$ cat config.mk
export PLATFORM = sky130hd
export DESIGN_NAME = otf_converter
export DESIGN_NICKNAME = d
export VERILOG_FILES = /design/src/rtl/otf_pkg.sv /design/src/rtl/otf_conv_step.sv /design/src/rtl/otf_converter.sv
export SDC_FILE = /design/constraint.sdc
export NUM_CORES = 1
export LEC_CHECK = 0
export ABC_AREA = 0
export CAP_MARGIN = 20
export CORE_ASPECT_RATIO = 1.2
export CORE_UTILIZATION = 53
export DETAILED_ROUTE_END_ITERATION = 16
export MAX_ROUTING_LAYER = met4
export PLACE_DENSITY = 0.85
export SYNTH_ARGS = -nofsm -noshare
export SYNTH_HDL_FRONTEND = slang
export SYNTH_SLANG_ARGS = --single-unit
$ cat constraint.sdc
create_clock -name clk -period 1.5 [get_ports clk]
set_input_delay 0.3 -clock clk [delete_from_list [all_inputs] [get_ports clk]]
set_output_delay 0.3 -clock clk [all_outputs]
set_load 0.01 [all_outputs]
$ cat src/rtl/otf_pkg.sv
// Shared types and constants for the on-the-fly converter.
// Digit encoding follows the {p, n} borrow-save convention.
package otf_pkg;

  typedef enum logic [1:0] {
    IDLE = 2'd0,
    RUN  = 2'd1,
    DONE = 2'd2
  } state_t;

  localparam logic [1:0] DIG_POS = 2'b10;
  localparam logic [1:0] DIG_NEG = 2'b01;

endpackage

$ cat src/rtl/otf_conv_step.sv
// One Q/QM on-the-fly conversion step for a single signed digit.
// Combinational; shifts drop the MSB.
module otf_conv_step
  import otf_pkg::*;
#(
  parameter int W = 9
) (
  input  logic [W-1:0] q,
  input  logic [W-1:0] qm,
  input  logic [1:0]   dig,
  output logic [W-1:0] q_next,
  output logic [W-1:0] qm_next
);

  always_comb begin
    q_next  = {q[W-2:0], 1'b0};
    qm_next = {qm[W-2:0], 1'b1};
    unique case (1'b1)
      (dig == DIG_POS): begin
        q_next  = {q[W-2:0], 1'b1};
        qm_next = {q[W-2:0], 1'b0};
      end
      (dig == DIG_NEG): begin
        q_next  = {qm[W-2:0], 1'b1};
        qm_next = {qm[W-2:0], 1'b0};
      end
      default: begin
        q_next  = {q[W-2:0], 1'b0};
        qm_next = {qm[W-2:0], 1'b1};
      end
    endcase
  end

endmodule

$ cat src/rtl/otf_converter.sv
// Digit-serial borrow-save to two's-complement converter (Q/QM scheme).
// Define OTF_QM_OUT_EN to expose the registered qm as out_data_m.
module otf_converter
  import otf_pkg::*;
#(
  parameter int N = 8
) (
  input  logic         clk,
  input  logic         rst_n,
  input  logic         flush,
  input  logic         in_valid,
  output logic         in_ready,
  input  logic         in_dp,
  input  logic         in_dn,
  output logic         out_valid,
  input  logic         out_ready,
`ifdef OTF_QM_OUT_EN
  output logic [N:0]   out_data_m,
`endif
  output logic [N:0]   out_data
);

  localparam int W  = N + 1;
  localparam int CW = $clog2(N + 1);

  state_t         state;
  logic [CW-1:0]  cnt;
  logic [W-1:0]   q;
  logic [W-1:0]   qm;
  logic [W-1:0]   q_cur;
  logic [W-1:0]   qm_cur;
  logic [W-1:0]   q_next;
  logic [W-1:0]   qm_next;
  logic           accept;
  logic           last;

  assign in_ready  = (state != DONE);
  assign out_valid = (state == DONE);
  assign accept    = in_valid && in_ready;

  // A new word starts from q=0, qm=-1 regardless of leftover state.
  assign q_cur  = (state == IDLE) ? '0 : q;
  assign qm_cur = (state == IDLE) ? '1 : qm;
  assign last   = (state == IDLE) ? (N == 1)
                                  : (cnt == CW'(N - 1));

  otf_conv_step #(
    .W (W)
  ) u_step (
    .q       (q_cur),
    .qm      (qm_cur),
    .dig     ({in_dp, in_dn}),
    .q_next  (q_next),
    .qm_next (qm_next)
  );

  always_ff @(posedge clk or negedge rst_n) begin
    if (!rst_n) begin
      state <= IDLE;
      cnt   <= '0;
      q     <= '0;
      qm    <= '1;
    end else if (flush) begin
      state <= IDLE;
      cnt   <= '0;
    end else begin
      unique case (state)
        IDLE, RUN: begin
          if (accept) begin
            q     <= q_next;
            qm    <= qm_next;
            cnt   <= (state == IDLE) ? CW'(1)
                                     : cnt + CW'(1);
            state <= last ? DONE : RUN;
          end
        end
        DONE: begin
          if (out_ready) begin
            state <= IDLE;
            cnt   <= '0;
          end
        end
        default: begin
          state <= IDLE;
          cnt   <= '0;
        end
      endcase
    end
  end

  assign out_data = q;
`ifdef OTF_QM_OUT_EN
  assign out_data_m = qm;
`endif

endmodule

Word level (Yosys, flattened, before mapping)
Cells that the tools add are included.
Widths: inputs -> output; s select.
Cells by class
  bitwise logic cells: 1
  reduce and logical (&&, ||, !) cells: 5
  muxes and demuxes: 15
  add/sub/neg operators: 1
  eq/ne operators: 8
Operator list (number)
  $pmux 9 s2: 1
  $mux 4: 4
  $mux 8: 2
  $pmux 8 s2: 1
  $mux 2: 4
  $pmux 4 s2: 1
  $add 4x1->4 const B: 1
  $eq 2x1->1 const B: 2
  $eq 2x2->1 const B: 2
  $eq 4x3->1 const B: 1
  $pmux 2 s2: 1
  $ne 3x2->1 const B: 1
  $ne 3x3->1 const B: 1
  $reduce_and 3->1: 1
  $logic_not 2->1: 1
  $ne 2x2->1 const B: 1
  $reduce_and 2->1: 1
  $reduce_or 2->1: 1
  $logic_and 1x1->1: 1
  $mux 1: 1
  $not 1->1: 1
Word-level totals
  flip-flop bits (word level): 23
  word-level logic and storage cells: 34
  output and inout port bits: 11
  input bits: 7

Depth between registers and ports, before layout
Gate-level depths: netlist of run 1.
  depth after elaboration: 6
  gate-level depth with buffers: 6
  mapped depth without buffers: 5

Cells and area by module
Synthesis of run 1 repeated with hierarchy kept, for this count alone.
Second synthesis, totals
  cells, all modules: 122
  area total of the unflattened synthesis: 1377.6 um^2
Modules (own cells, without submodules)
  otf_converter: sequential area each 611.8 um^2, area an instance 1143.6 um^2, times used 1, cells each 93
  otf_conv_step: sequential area each 0.0 um^2, area an instance 234.0 um^2, times used 1, cells each 29

Worst setup path before layout of run 1
No wires, ideal clock.
  path kind: input -> register
  from: in in_dp
  to: reg q[1] (netlist: out_data[1])
  data arrival time: 1306 ps
  setup time: 126 ps
  data required time: 1374 ps
  buffers on the path: 0
  stages: 5
  setup slack: 69 ps
  cell sequence: inv_1 ha_1 o22a_1 a221oi_1 nor2_1
Between the ends
  word-level cells in the longest chain between the ends: 2
  elaborated cells between the ends (all ways): 3
  those cells by class: 2 x eq/ne; 1 x mux
RTL lines
  start, declared: RTL line otf_converter.sv:13  | input logic in_dp,
  $eq 2x1->1 / $eq 2x2->1 (equally long branches): RTL line otf_conv_step.sv:23, otf_conv_step.sv:19
  $pmux 9 s2 *: RTL line otf_conv_step.sv:18  | unique case (1'b1)
  end signal, assigned: RTL line otf_converter.sv:70  | q <= q_next;
  end, declared: RTL line otf_converter.sv:28  | logic [W-1:0] q;
Mark *: on every way between the ends. The rest lies on a longest branch, timed or not.
A chain may end at the register's enable or synchronous reset.

Worst setup path in the final report of run 1
  from: reg state[0]
  to: out in_ready
Between the ends
  word-level cells in the longest chain between the ends: 1
RTL lines
  start, declared: RTL line otf_converter.sv:26  | state_t state;
  start signal, assigned: RTL line otf_converter.sv:74  | state <= last ? DONE : RUN;
  $ne 2x2->1: RTL line otf_converter.sv:37  | assign in_ready = (state != DONE);
  end, declared: RTL line otf_converter.sv:12  | output logic in_ready,
No other way between the ends.

==> results of run 1 <==
==> cell type report <==
| type | instances | area (sq um) | share of cell area |
|---|---|---|---|
| clock buffers | 4 | 26.3 | 0.0164 |
| multi-input cells | 89 | 598 | 0.373 |
| flip-flops and latches | 23 | 586 | 0.365 |
| well taps | 30 | 37.5 | 0.0234 |
| repair buffers | 38 | 322 | 0.201 |
| inverters | 9 | 33.8 | 0.0211 |
==> cell usage after synthesis (4+ instances only) <==
library cell / instances / area [sq um]
nand2_1: 15 / 56.3
a221oi_1: 5 / 43.8
o21ai_0: 10 / 50.1
nor2_1: 17 / 63.8
inv_1: 9 / 33.8
clkbuf_1: 4 / 15.0
a32oi_1: 7 / 61.3
o21bai_1: 7 / 52.6
dfstp_2: 8 / 210
dfrtp_1: 15 / 375
==> path summary, 6_finish.rpt <==
path                                from        to  slack [ns]  depth (start not counted)
worst max-delay path            state[0]  in_ready        0.06                          2
worst min register to register     qm[0]     qm[0]        0.48                          2
worst max register to register  state[0]     qm[1]        0.10                          4
max in group asynchronous          rst_n     qm[1]        0.91                          2
min in group clk                   qm[0]     qm[0]        0.48                          2
worst min-delay path               rst_n    cnt[3]        0.30                          2
==> state kept, by name, summed over array words and instances, names as in the netlist <==
name      flops
qm            8
state         2
cnt           4
out_data      9
==> metal layers <==
layer | global-route usage | up-vias | share of wire
li1 | - | 536 | -
met1 | 0.346 | 550 | 0.43
met2 | 0.444 | 34 | 0.51
met3 | 0.0198 | 5 | 0.039
met4 | 0.142 | 0 | 0.021
met5 | - | - | 0
==> critical path, stage by stage, from the launching register on <==
cell	delay, ns
dfrtp_1	0.39
nand2b_1	0.17
clkdlybuf4s15_1	0.24
==> where the power goes <==
part	leakage, nW	switching, mW	total (mW)	internal [mW]
Clock	0.0150	0.201	0.306	0.105
Combinational	0.445	0.211	0.410	0.199
Sequential	0.271	0.0452	0.771	0.726
==> kinds of logic (layout without fill, tap and decap cells) <==
logic type / after synthesis / in the layout / synth area share
AND/OR/NAND/NOR: 46 / 46 / 0.174
AO/OA/AOI/OAI: 39 / 39 / 0.242
flip-flops: 23 / 23 / 0.475
buffers and inverters: 18 / 51 / 0.0700
adder cells (fa/ha/maj): 3 / 3 / 0.0304
multiplexers: 1 / 1 / 0.00811
==> per-stage QoR <==
step	instances	power, mW	hold WS, ns
finish	193	1.49	0.296
global placement	182	1.14	0.447
floorplan	130	0.978	0.00441
CTS	193	1.48	0.306
detailed placement	182	1.16	0.462
global route	193	1.55	0.346
==> repair_timing <==
item / CTS / global route
resized for setup: 19 / 4
buffers inserted: 7 / 0
setup endpoints to repair: 26 / 3
pin swaps: 1 / 0
==> key figures, run 1 <==
Logic synthesis
  – Syn Nets: 140
  – Post-Synthesis Cells: 130
  – Most used DFF post-synth: dfrtp_1
  – Warnings from Yosys: 0
  – Seq/Total Area, Yosys: 0.475
  – Seq cells post-synth: 23
  – Post-synth EDFFs: 0
  – Yosys cell types: 30
  – Async S/R FF share, synth: 1.00
  – Synthesized area: 1230 sq um
  – Avg Cell Area, Syn: 9.49 sq um

Layout
  – Final #Nets: 174
  – Layout fillers: 165
  – Cell area after layout: 1600 sq um
  – Share of layout cells above drive strength 1: 0.264
  – Number of antenna diodes: 0
  – Area Overhead vs Synth: 29.9%
  – Final core utilization: 0.757
  – Commonest non-fill, non-tap cells in the layout: 20 x buf_4, 17 x nor2_1, 15 x nand2_1, 15 x dfrtp_1, 11 x dlygate4sd2_1
  – Commonest non-fill, non-tap cell in the layout: buf_4

Job
  – Maxcap violations: 0

Floorplanning
  – Core Area: 2120 sq um
  – IO Count: 18
  – Die X-Extent: 46.0 um
  – Num rows: 18
  – Die Height: 54.9 um
  – Initial Util: 0.583
  – DIE AREA: 2530 sq um

Routing
  – Vias per cell: 5.83
  – Wire per inst: 15.6 um
  – Vias: 1,125
  – Detailed-route wire length: 3010 um
  – 1st-iter DRT viols: 35
  – Post-route ant nets: 0
  – DR pass1 iterations: 5
  – DRC: 0

Placed design
  – Routability congestion estimate: 0.824
  – IO Port Bufs: 17
  – HPWL after DPL: 1990 um
  – DP Area: 1510 sq um
  – Worst slack at placement: -0.549 ns

Timing
  – Final min period: 1.44 ns
  – Fin crit share: 0.958
  – Setup TNS: 0 ns
  – Fin. Hold Viols: 0
  – Worst Skew: 0.00543 ns
  – Fin worst setup slack: 0.0628 ns
  – Slew Limit Headroom: 0.793
  – Fmax: 696 MHz
  – Slew @ Worst Pin: 0.310 ns
  – Finish-stage setup viols: 0
  – RSZ-0062 raised after global routing: no
  – Pins Over Slew Limit: 0

Clocking
  – Post-CTS Hold Fix Bufs: 0
  – CTS tree: built
  – Clk slew on worst S/H paths: 0.13 ns
  – Clock Sinks: 23
  – H-tree Lvls: 1
  – CTS Buf Count: 3
  – Worst-skew pair later-pin latency: 0.33 ns
  – Root buffer cell: clkbuf_4
  – Max Root-Sink Buffers: 2

Global routing
  – Largest net degree at the start of global routing: 26
  – Number of global-route vias before repair: 1,024
  – Total GRT Usage: 0.276
  – Initial antenna violation count: 0
  – First-pass GRT wire length: 4640 um
  – Grt ovf: 0

Critical path
  – Crit. End Element: output port
  – Req. time, crit path: 1.20 ns
  – Startpoint Class: flip-flop
  – Critical path class: flip-flop to output port
  – Max FO, Critical Path: 3
  – Crit path DAT: 1.14 ns

Hold path
  – Type of the worst min-delay path: primary input to async pin

Power
  – VDD IR-drop max: 0.941 mV
  – P_leak: 0.732 nW
  – Pwr/cell area: 928 nW/um^2

Run status
  – Status: finished clean
Note: power is estimated with default switching activity, not from simulation.
==> run 2: changes to the inputs <==
- CAP_MARGIN: 20 -> not set
- CORE_UTILIZATION: 53 -> 57
- PLACE_DENSITY: 0.85 -> 0.9
- RECOVER_POWER: not set -> 25
- clock period: 1.5 -> 1.75 ns (I/O delays scaled with it)
==> run 2 against run 1 <==
Clock skew grew 0.0038 ns. Highest routed layer unchanged. Register-to-register slack gained 0.24 ns. Non-clock buffer count shrank 3.
==> key figures, run 2 (same netlist as run 1, synthesis figures left out) <==
Layout
  – Share of layout cells above drive strength 1: 0.213 (-0.0513)
  – Reg area: 586 sq um (unchanged)
  – Area occupied by multi-input gates: 563 sq um (-5.9%)
  – Final core utilization: 0.761 (+0.00359)
  – Layout fillers: 162 (-1.8%)
  – Number of antenna diodes: 0 (unchanged)
  – Final #Nets: 171 (-1.7%)
  – Commonest non-fill, non-tap cell in the layout: nor2_1
  – Max FFs per register: 9 (unchanged)
  – Cell area after layout: 1560 sq um (-2.7%)
  – Commonest non-fill, non-tap cells in the layout: 17 x nor2_1, 16 x buf_4, 15 x nand2_1, 15 x dfrtp_1, 14 x clkdlybuf4s50_1
  – Area Overhead vs Synth: 26.4%

Routing
  – Wire per inst: 15.3 um (-1.9%)
  – DR pass1 iterations: 4 (-1)
  – Post-route ant nets: 0 (unchanged)
  – Detailed-route wire length: 2910 um (-3.4%)
  – Vias per cell: 5.86 (+0.59%)
  – DRC: 0 (unchanged)
  – 1st-iter DRT viols: 35 (unchanged)
  – Vias: 1,114 (-0.98%)

Timing
  – RSZ-0062 raised after global routing: yes
  – Fin. Hold Viols: 0 (unchanged)
  – Worst Skew: 0.00923 ns (+0.00380 ns)
  – Slew @ Worst Pin: 0.563 ns (+0.253 ns)
  – Final min period: 1.71 ns
  – Pins Over Slew Limit: 0 (unchanged)
  – Slew Limit Headroom: 0.625 (-0.168)
  – Fin crit share: 0.979
  – Finish-stage setup viols: 0 (unchanged)
  – Setup TNS: 0 ns (unchanged)
  – Fmax: 584 MHz

Critical path
  – Critical Path Source: in_dp
  – Critical path class: primary input to flip-flop
  – CP max stage delay: 0.48 ns (+0.09 ns)
  – Crit. End Element: flip-flop
  – Crit path DAT: 1.93 ns (+0.79 ns)
  – Req. time, crit path: 1.96 ns (+0.76 ns)
  – Reg-to-Reg Start: state[1]
  – Startpoint Class: primary input
  – Critical path cell sequence: clkdlybuf4s50_1 -> inv_1 -> ha_1 -> o22a_2 -> a221oi_1 -> nor2_1
  – Max FO, Critical Path: 8 (+5)
  – Slowest CP cell: clkdlybuf4s50_1

Floorplanning
  – Core Area: 2050 sq um (-3.2%)
  – IO Count: 18 (unchanged)
  – Initial Util: 0.602 (+0.0192)
  – Die Height: 53.0 um (-3.4%)
  – Num rows: 18 (unchanged)
  – DIE AREA: 2360 sq um (-6.7%)
  – Die X-Extent: 44.5 um (-3.4%)

Placed design
  – HPWL after DPL: 2170 um (+9.0%)
  – Routability congestion estimate: 0.869 (+5.5%)
  – DP Area: 1540 sq um (+2.0%)
  – IO Port Bufs: 17 (unchanged)

Global routing
  – Largest net degree at the start of global routing: 24 (-7.7%)
  – Grt ovf: 0 (unchanged)
  – Initial antenna violation count: 0 (unchanged)
  – First-pass GRT wire length: 4730 um (+1.9%)
  – Number of global-route vias before repair: 1,093 (+6.7%)
  – Total GRT Usage: 0.286 (+0.0100)

Clocking
  – Clk slew on worst S/H paths: 0.12 ns (about the same)
  – CTS tree: built
  – H-tree Lvls: 1 (unchanged)
  – Root buffer cell: clkbuf_4
  – CTS Buf Count: 3 (unchanged)
  – Worst-skew pair later-pin latency: 0.32 ns (about the same)
  – Clock Sinks: 23 (unchanged)
  – Post-CTS Setup Bufs: 0 (-7)
  – Max Root-Sink Buffers: 2 (unchanged)
  – Post-CTS Hold Fix Bufs: 0 (unchanged)

Power
  – VDD IR-drop max: 0.662 mV (-30%)
  – Pwr/cell area: 794 nW/um^2 (-14%)
  – P_leak: 0.692 nW (-5.4%)

Job
  – Maxcap violations: 0 (unchanged)

Hold path
  – Type of the worst min-delay path: flip-flop to flip-flop
  – Hold_sp: qm[7]

Run status
  – Status: finished clean
-- run 2: changes by cell type in the layout (fill, tap and decap cells not counted), moves of 2 or more --
cell | previous run | this run
o21ai_0 | 10 | 7
clkdlybuf4s50_1 | 4 | 14
a221oi_1 | 3 | 5
a221oi_2 | 4 | 2
dlygate4sd2_1 | 11 | 2
buf_4 | 20 | 16
o21ai_1 | 1 | 4
-- run 2: metrics by stage --
| stage | worst slack [ns] | total power [mW] | instances | hold WS [ns] |
|---|---|---|---|---|
| finish | 0.0364 | 1.24 | 190 | 0.477 |
| floorplan | 0.269 | 0.838 | 130 | 0.0544 |
| detailed placement | -0.357 | 1.00 | 186 | 0.472 |
| global route | -0.0262 | 1.30 | 190 | 0.506 |
| CTS | 0.0292 | 1.24 | 190 | 0.379 |
| global placement | -0.235 | 0.983 | 186 | 0.447 |
-- run 2: cell type report --
cell class,count,area share
flip-flops and latches,23,0.376
repair buffers,35,0.201
well taps,30,0.0241
inverters,9,0.0217
multi-input cells,89,0.361
clock buffers,4,0.0169
-- run 2: repair_timing --
item                                    4_1_cts  5_1_grt
gates resized for setup                       3        3
pin swaps                                     0        0
endpoints found under the setup margin        3        6
-- run 2: path summary, 6_finish.rpt --
check	to	slack (ns)	depth (start not counted)
worst min-delay path	qm[7]	0.48	2
max in group asynchronous	qm[5]	0.83	2
min in group asynchronous	out_data[2]	0.54	2
worst min register to register	qm[7]	0.48	2
worst max register to register	out_data[5]	0.34	4
worst max-delay path	out_data[5]	0.04	6
-- run 2: routing by layer --
metal  up-vias  wire length [um]  track usage
met5         -                 0            -
met4         0                25        0.116
met3         4               153       0.0478
met2        40              1530        0.473
met1       540              1190        0.345
li1        530                 -            -
-- run 2: critical path: cells and delay by family --
kind            cells  cell delay, ns
simple gates        1            0.07
buf+inv             2            0.53
fa+ha+maj           1            0.32
compound gates      2            0.65
-- run 2: power by group --
group / internal (mW) / total (mW) / leakage, nW / switching (mW)
Clock: 0.0892 / 0.243 / 0.0150 / 0.154
Combinational: 0.164 / 0.314 / 0.406 / 0.151
Sequential: 0.622 / 0.680 / 0.271 / 0.0577
==> run 3: changes to the inputs <==
- CTS_BUF_LIST: not set -> sky130_fd_sc_hd__clkbuf_16
==> run 3 against run 2 <==
Critical path depth down 5. Sequential power up 1%. Critical path type is now flip-flop to output port. Utilization up 6.0 points. Non-clock buffer count unchanged. Clock-buffer cell count down 1. Worst hold slack worse by 0.014 ns. Highest routed layer unchanged. Register-to-register slack worse by 0.06 ns. Cell count unchanged.
==> key figures, run 3 (same netlist as run 1, synthesis figures left out) <==
Routing
  – Vias per cell: 6.23 (+6.2%)
  – DR pass1 iterations: 4 (unchanged)
  – Post-route ant nets: 0 (unchanged)
  – 1st-iter DRT viols: 40 (+14%)
  – Wire per inst: 18.3 um (+19%)
  – DRC: 0 (unchanged)
  – Vias: 1,183 (+6.2%)
  – Detailed-route wire length: 3470 um (+19%)

Floorplanning
  – Die X-Extent: 44.5 um (unchanged)
  – Core Area: 2050 sq um (unchanged)
  – Initial Util: 0.602 (unchanged)
  – IO Count: 18 (unchanged)
  – Num rows: 18 (unchanged)
  – Die Height: 53.0 um (unchanged)
  – DIE AREA: 2360 sq um (unchanged)

Critical path
  – CP Buf/Inv Count: 1 (-1)
  – Critical path class: flip-flop to output port
  – Crit path DAT: 1.29 ns (-0.64 ns)
  – Top Family by Delay on Critical Path: buffers and inverters
  – Critical path cell sequence: clkdlybuf4s50_1
  – Req. time, crit path: 1.40 ns (-0.56 ns)
  – CP max stage delay: 0.58 ns (+0.10 ns)
  – Startpoint Class: flip-flop
  – Slowest CP cell: clkdlybuf4s50_1
  – Crit. End Element: output port
  – Max FO, Critical Path: 4 (-4)

Clocking
  – Max Root-Sink Buffers: 2 (unchanged)
  – Root buffer cell: clkbuf_16
  – Clk slew on worst S/H paths: 0.06 ns (-0.06 ns)
  – Clock Sinks: 23 (unchanged)
  – CTS tree: built
  – Post-CTS Hold Fix Bufs: 0 (unchanged)
  – Post-CTS Setup Bufs: 0 (unchanged)
  – H-tree Lvls: 1 (unchanged)
  – Worst-skew pair later-pin latency: 0.26 ns (-0.06 ns)
  – CTS Buf Count: 3 (unchanged)

Power
  – VDD IR-drop max: 0.850 mV (+28%)
  – Share of power burned in registers: 0.452 (-0.097)
  – Sw Ratio: 0.277 (-0.0155)
  – Logic pwr share: 0.228 (-0.026)
  – P_leak: 0.769 nW (+11%)
  – Pint: 1.10 mW (+26%)
  – Net load switching power: 423 uW (+17%)
  – Pwr/cell area: 906 nW/um^2 (+14%)
  – Clk pwr share: 0.320 (+0.124)

Global routing
  – Grt ovf: 0 (unchanged)
  – Number of global-route vias before repair: 1,175 (+7.5%)
  – First-pass GRT wire length: 5580 um (+18%)
  – Largest net degree at the start of global routing: 24 (unchanged)
  – Initial antenna violation count: 0 (unchanged)
  – Total GRT Usage: 0.343 (+0.0568)

Layout
  – Layout fillers: 133 (-18%)
  – Commonest non-fill, non-tap cells in the layout: 17 x nor2_1, 16 x buf_4, 15 x nand2_1, 15 x dfrtp_1, 12 x clkdlybuf4s50_1
  – Number of antenna diodes: 0 (unchanged)
  – Final #Nets: 171 (unchanged)
  – Fin cells: 190 (unchanged)
  – Area occupied by multi-input gates: 622 sq um (+10%)
  – Area Overhead vs Synth: 36.4%
  – Commonest non-fill, non-tap cell in the layout: nor2_1
  – Reg area: 586 sq um (unchanged)
  – Share of layout cells above drive strength 1: 0.256 (+0.0437)
  – Max FFs per register: 9 (unchanged)

Placed design
  – Worst slack at placement: -0.357 ns (unchanged)
  – Routability congestion estimate: 0.869 (unchanged)
  – IO Port Bufs: 17 (unchanged)
  – HPWL after DPL: 2170 um (unchanged)
  – Placed cells: 186 (unchanged)

Hold path
  – Type of the worst min-delay path: flip-flop to flip-flop

Timing
  – Worst Skew: 0.00214 ns (-0.00709 ns)
  – Fmax: 611 MHz (+4.8%)
  – Finish-stage setup viols: 0 (unchanged)
  – Fin. Hold Viols: 0 (unchanged)
  – Slew Limit Headroom: 0.620 (-0.00521)
  – Slew @ Worst Pin: 0.571 ns (+0.00781 ns)
  – Pins Over Slew Limit: 0 (unchanged)
  – Final hold slack: 0.463 ns (-0.0140 ns)
  – Fin crit share: 0.935 (-0.0446)
  – Final min period: 1.64 ns (-0.0780 ns)
  – Fin worst setup slack: 0.114 ns (+0.0780 ns)
  – RSZ-0062 raised after global routing: no

Run status
  – Status: finished clean

Job
  – Maxcap violations: 0 (unchanged)
[run 3: metal layers]
| metal | part of all wire | wire length [um] | GRT usage | vias up |
|---|---|---|---|---|
| li1 | - | - | - | 529 |
| met1 | 0.39 | 1340 | 0.400 | 592 |
| met2 | 0.54 | 1880 | 0.576 | 48 |
| met3 | 0.047 | 164 | 0.0512 | 14 |
| met4 | 0.024 | 82 | 0.162 | 0 |
| met5 | 0 | 0 | - | - |
[run 3: layout make-up]
type                    instances  share of cell area
clock buffers                   3              0.0446
clock inverters                 1             0.00223
multi-input cells              89               0.370
repair buffers                 35               0.193
well taps                      30              0.0223
inverters                       9              0.0201
flip-flops and latches         23               0.348
[run 3: power groups by stage]
stage	Combinational, mW	Sequential, mW	Clock, mW
6_report	0.348	0.689	0.488
5_1_grt	0.374	0.694	0.507
4_1_cts	0.332	0.682	0.490
3_5_place_dp	0.313	0.687	0
3_3_place_gp	0.302	0.681	0
2_1_floorplan	0.151	0.687	0
[run 3: worst paths after layout]
path                                  start           to  slack [ns]  cells after the start
min in group asynchronous             rst_n       cnt[2]        0.62                      2
worst min-delay path                  qm[0]        qm[0]        0.46                      2
worst max-delay path            out_data[4]  out_data[4]        0.11                      1
worst max register to register     state[1]  out_data[8]        0.28                      5
max in group asynchronous             rst_n        qm[0]        0.76                      2
worst min register to register        qm[0]        qm[0]        0.46                      2
[run 3: timing repair]
item                                    4_1_cts  5_1_grt
pin swaps                                     0        1
resized for setup                             5       12
endpoints found under the setup margin       11       16
[run 3: per-stage QoR]
stage / TNS (ns) / power (mW) / instance area [sq um] / util
after global routing: 0 / 1.57 / 1680 / 0.821
after floorplan: 0 / 0.838 / 1230 / -
after CTS: 0 / 1.50 / 1650 / 0.805
after detailed placement: -3.96 / 1.00 / 1540 / 0.750
final: 0 / 1.52 / 1680 / 0.821
after global placement: -2.91 / 0.983 / 1540 / 0.750
